==> src/rtl/fc_argmax_classifier.sv <==
// ---------------------------------------------------------------------------
// fc_argmax_classifier
//
// Final classification stage behind the last fully-connected layer. The
// logits of one image arrive as a valid/ready stream in class order
// 0..NUM_CLASSES-1. The block keeps a running maximum and the index where
// that maximum first appeared. On the last logit it publishes the winning
// class on `result` and raises `final_out_valid` for one cycle.
//
// Parameters
//   NUM_CLASSES  logits per image
//   DATA_W       signed logit width
//   IDX_W        class index width (>= clog2(NUM_CLASSES))
//
// Ports
//   clock            system clock, rising edge
//   reset            asynchronous active-high reset, clears all state
//   start            one-cycle pulse that arms collection of a new image
//   logit_valid_in   logit_data_in carries a logit this cycle
//   logit_data_in    signed logit, class order 0..NUM_CLASSES-1
//   logit_ready_out  block accepts a logit this cycle (state ACCUM)
//   busy             collecting logits (state ACCUM)
//   result           winning class index, held until the next decision
//   final_out_valid  one-cycle pulse: result was updated this cycle
// ---------------------------------------------------------------------------
module fc_argmax_classifier #(
  parameter int NUM_CLASSES = 10,
  parameter int DATA_W      = 16,
  parameter int IDX_W       = 4
) (
  input  logic                     clock,
  input  logic                     reset,
  input  logic                     start,
  input  logic                     logit_valid_in,
  input  logic signed [DATA_W-1:0] logit_data_in,
  output logic                     logit_ready_out,
  output logic                     busy,
  output logic [IDX_W-1:0]         result,
  output logic                     final_out_valid
);

  localparam int CNT_W = (NUM_CLASSES > 1) ? $clog2(NUM_CLASSES) : 1;
  localparam logic [CNT_W-1:0] LAST_BEAT = CNT_W'(NUM_CLASSES - 1);

  typedef enum logic [1:0] {
    IDLE  = 2'd0,
    ACCUM = 2'd1,
    DONE  = 2'd2
  } state_t;

  state_t                     state_q,  state_d;
  logic [CNT_W-1:0]           count_q,  count_d;
  logic signed [DATA_W-1:0]   max_q,    max_d;
  logic [IDX_W-1:0]           idx_q,    idx_d;
  logic [IDX_W-1:0]           result_q, result_d;
  logic                       fov_q,    fov_d;
  logic                       ready_q,  ready_d;
  logic                       busy_q,   busy_d;

  logic                       accept_s;
  logic                       take_s;
  logic                       last_beat_s;
  logic [IDX_W-1:0]           beat_idx_s;

  // Beat qualification: handshake, new-maximum decision and last-beat detect.
  always_comb begin
    accept_s    = logit_valid_in & ready_q;
    beat_idx_s  = IDX_W'(count_q);
    last_beat_s = (count_q == LAST_BEAT);
    // Strict greater-than keeps the lower index on ties; beat 0 always seeds.
    if ((count_q == '0) || (logit_data_in > max_q)) begin
      take_s = 1'b1;
    end else begin
      take_s = 1'b0;
    end
  end

  // Next-state and datapath update for the collect/decide FSM.
  always_comb begin
    state_d  = state_q;
    count_d  = count_q;
    max_d    = max_q;
    idx_d    = idx_q;
    result_d = result_q;
    fov_d    = 1'b0;

    case (state_q)
      IDLE: begin
        if (start) begin
          state_d = ACCUM;
          count_d = '0;
          max_d   = '0;
          idx_d   = '0;
        end else begin
          state_d = IDLE;
        end
      end

      ACCUM: begin
        if (start) begin
          // Restart wins over a concurrent beat; the previous result stays.
          state_d = ACCUM;
          count_d = '0;
          max_d   = '0;
          idx_d   = '0;
        end else if (accept_s) begin
          if (take_s) begin
            max_d = logit_data_in;
            idx_d = beat_idx_s;
          end else begin
            max_d = max_q;
            idx_d = idx_q;
          end
          if (last_beat_s) begin
            // Publish on the same edge, including this beat's compare.
            state_d  = DONE;
            count_d  = '0;
            result_d = take_s ? beat_idx_s : idx_q;
            fov_d    = 1'b1;
          end else begin
            state_d = ACCUM;
            count_d = count_q + CNT_W'(1);
          end
        end else begin
          state_d = ACCUM;
        end
      end

      DONE: begin
        if (start) begin
          state_d = ACCUM;
          count_d = '0;
          max_d   = '0;
          idx_d   = '0;
        end else begin
          state_d = DONE;
        end
      end

      default: begin
        state_d = IDLE;
        count_d = '0;
        max_d   = '0;
        idx_d   = '0;
      end
    endcase

    // Handshake/status outputs are registered copies of the next state.
    if (state_d == ACCUM) begin
      ready_d = 1'b1;
      busy_d  = 1'b1;
    end else begin
      ready_d = 1'b0;
      busy_d  = 1'b0;
    end
  end

  // State and output registers with asynchronous active-high reset.
  always_ff @(posedge clock or posedge reset) begin
    if (reset) begin
      state_q  <= IDLE;
      count_q  <= '0;
      max_q    <= '0;
      idx_q    <= '0;
      result_q <= '0;
      fov_q    <= 1'b0;
      ready_q  <= 1'b0;
      busy_q   <= 1'b0;
    end else begin
      state_q  <= state_d;
      count_q  <= count_d;
      max_q    <= max_d;
      idx_q    <= idx_d;
      result_q <= result_d;
      fov_q    <= fov_d;
      ready_q  <= ready_d;
      busy_q   <= busy_d;
    end
  end

  assign logit_ready_out = ready_q;
  assign busy            = busy_q;
  assign result          = result_q;
  assign final_out_valid = fov_q;

endmodule

==> config.mk <==
export PLATFORM = sky130hd
export DESIGN_NAME = fc_argmax_classifier
export DESIGN_NICKNAME = d
export VERILOG_FILES = /design/src/rtl/fc_argmax_classifier.sv
export SDC_FILE = /design/constraint.sdc
export NUM_CORES = 1
export LEC_CHECK = 0
export CAP_MARGIN = 5
export CORE_MARGIN = 2
export CORE_UTILIZATION = 55
export CTS_CLUSTER_DIAMETER = 80
export DETAILED_ROUTE_END_ITERATION = 8
export GPL_ROUTABILITY_DRIVEN = 0
export PLACE_DENSITY_LB_ADDON = 0.1
export SLEW_MARGIN = 10
export SYNTH_ARGS = -nofsm -noshare
export SYNTH_HDL_FRONTEND = slang
export SYNTH_SLANG_ARGS = --single-unit
==> constraint.sdc <==
create_clock -name clock -period 7.1 [get_ports clock]
set_clock_uncertainty 0.1 [all_clocks]
set_input_delay 1.42 -clock clock [delete_from_list [all_inputs] [get_ports clock]]
set_output_delay 1.42 -clock clock [all_outputs]
set_load 0.02 [all_outputs]
==> out/metrics.csv <==
metric,value,unit
flop2flop setup slack,4.17,ns
setup tns final,0,ns
number of antenna violations at the first check in global routing,0,
clock sinks,32,
crit end category,flop,
reg2reg path depth,8,
Die Ht,61.1,um
largest family of logic cells by synthesized area,compound AO/OA/AOI/OAI gates,
Synth Area per Inst,10.4,um2
crit path DAT,4.23,ns
min-delay worst type,reg2reg,
HPWL Detailed,2.55,mm
Sw Share,25.5,%
Worst R2R End,max_q[5],
P&R area growth vs syn,19.4,%
"antenna viol nets, final",0,
first-pass GRT wire length,6.00,mm
drt total wl,3.41,mm
status,finished clean,
core area,3080,um2
Synth area leaders,"dfrtp_1 (45%), ha_1 (13%), a22o_1 (8.8%)",
RSZ-0062 raised after global routing,false,
Yosys top cell by area,dfrtp_1,
Synth Area in Adders,13.3,%
drt pass-1 iters,4,
Syn Inst Count,172,
Rel. slew slack,52.7,%
Overflow after GRT,0,
ys async rst share,100,%
Skew-Pair Late Insertion Delay,0.33,ns
Synth cell types,34,
Vias,1368,
most common library cells after synthesis,"dfrtp_1 (32), inv_1 (21), ha_1 (19)",
Final Hold Viols,0,
data required time of the worst path,7.26,ns
Achievable Freq,246,MHz
root buf cell,clkbuf_4,
count of state elements after synthesis,32,
Hold Path Depth,1,
cts repair resizes,0,
WL/cell,13.9,um
layout cell share with drive strength beyond 1,6.93,%
Post-Synth XOR/XNOR Area,0.489,%
vias in the first global route,1336,
worst-margin pin slew,0.699,ns
"Setup Fix Bufs, Post-CTS",0,
clock power share,33.7,%
"EDFF count, synth",0,
IO Port Bufs,26,
"Max FO, Critical Path",18,
Seq pwr share,49.2,%
Mapped Area,1790,um2
GR Util All Layers,22.3,%
NetSw,101,uW
TritonCTS clock tree,yes,
Die ar.,3730,um2
Ports,27,
Tcrit/Tclk final,57.3,%
Max VDD drop,0.126,mV
Max-Cap Viols,0,
Setup crit start kind,input port,
CTS Buf Count,5,
post-synth top area share,44.7,%
Crit Path Class,in2reg,
final setup fails,0,
hold wc startpoint,idx_q[3],
most common cell in the synthesized netlist,dfrtp_1,
"Top FF cell, synth",dfrtp_1,
drt initial violations,68,
CTS Buffer Depth,2,
combinational power share,17.0,%
syn_nets,211,
"Slew Viols, Final",0,
Int Power,295,uW
Initial Utilization,58.2,%
Die X,61.1,um
hold-fix buffers at CTS,0,
Worst-path clk slew,0.09,ns
Ys Warns,0,
Vias/cell,5.56,
mux contribution to synthesized area,1.12,%
min Tclk post-route,4.07,ns
# diodes,0,
H-tree Lvls,2,
Fill cells,252,
largest net degree at the start of global routing,33,
final non-filler cell total,246,
DRC viols,0,
Compound-Gate Fraction of Synth Area,21.0,%
# rows,20,
Tot Pwr,396,uW
Inst Count DP,238,
reg-to-reg startpoint,max_q[15],
Final nets,240,
Power Dens Cells,185,nW/um2
post-synthesis simple-gate area fraction,11.7,%
WHS Endpoint,idx_q[3],
P_leak,0.979,nW
"Seq/Total Area, Yosys",44.7,%
kinds of logic after synthesis:
group / Yosys count
multiplexers: 2
buffers and inverters: 27
AND/OR/NAND/NOR: 42
flip-flops: 32
adder cells (fa/ha/maj): 19
XOR/XNOR: 1
AO/OA/AOI/OAI: 49
state kept, by name, summed over array words and instances (netlist names):
signal,cells
busy,1
max_q,16
result,4
beat_idx_s,4
state_q,2
final_out_valid,1
idx_q,4
final cells by class:
class,count,area (um2),share of cell area (%)
multi-input combinational,113,852,39.8
sequential,32,801,37.4
inverter,21,78.8,3.69
timing repair buffer,28,275,12.9
clock inverter,2,35.0,1.64
clock buffer,6,41.3,1.93
tap,44,55.1,2.57
routing by layer:
metal / part of all wire (%) / global-route usage, %
met1: 48 / 31.2
met2: 45 / 33.4
met3: 4.7 / 5.88
met4: 1.7 / 8.39
met5: 0 / 0
through the flow:
stage | hold slack, ns | setup slack, ns | instance area (um2) | util, %
floorplan | 0.366 | 3.61 | 1790 | -
global placement | 0.374 | 2.73 | 2060 | 67.0
detailed placement | 0.389 | 2.69 | 2060 | 67.0
CTS | 0.411 | 3.02 | 2140 | 69.5
global route | 0.434 | 2.82 | 2140 | 69.5
finish | 0.411 | 3.03 | 2140 | 69.5
power groups by stage:
| stage | logic (mW) | clock network [mW] | registers [mW] |
|---|---|---|---|
| after floorplan | 0.0470 | 0 | 0.197 |
| after global placement | 0.0656 | 0 | 0.198 |
| after detailed placement | 0.0679 | 0 | 0.199 |
| after CTS | 0.0686 | 0.137 | 0.195 |
| after global routing | 0.0765 | 0.147 | 0.196 |
| final | 0.0675 | 0.134 | 0.195 |
worst max path at each step:
stage / start / end / slack (ns)
6_report: logit_data_in[15] / max_q[5] / 3.03
3_5_place_dp: logit_data_in[15] / max_q[5] / 2.69
4_1_cts: logit_data_in[15] / max_q[5] / 3.02
2_1_floorplan: logit_data_in[1] / max_q[0] / 3.61
5_1_grt: logit_data_in[15] / max_q[5] / 2.82
3_3_place_gp: logit_data_in[15] / max_q[15] / 2.73
placed cells by master, fill, tap and decap left out, drive strengths merged, types with 2 or more instances in the layout:
cell | synthesis | layout
nand2 | 10 | 10
nand3 | 2 | 2
a21o | 3 | 3
dfrtp | 32 | 32
nor3 | 3 | 3
buf | 5 | 2
clkdlybuf4s50 | 0 | 26
nor2 | 13 | 13
a22o | 18 | 18
a32o | 2 | 2
and4 | 2 | 2
a21oi | 14 | 14
ha | 19 | 19
clkbuf | 1 | 6
nand4 | 7 | 7
mux2i | 2 | 2
inv | 21 | 21
o21ai | 6 | 6
critical path, stage by stage:
cell	delay [ns]
clkdlybuf4s50_1	0.43
ha_1	0.35
nand4_1	0.23
a2111o_1	0.39
and4_4	0.21
o31ai_4	0.33
and2_1	0.63
a22o_1	0.24
Power figures use the tool's default switching activity.
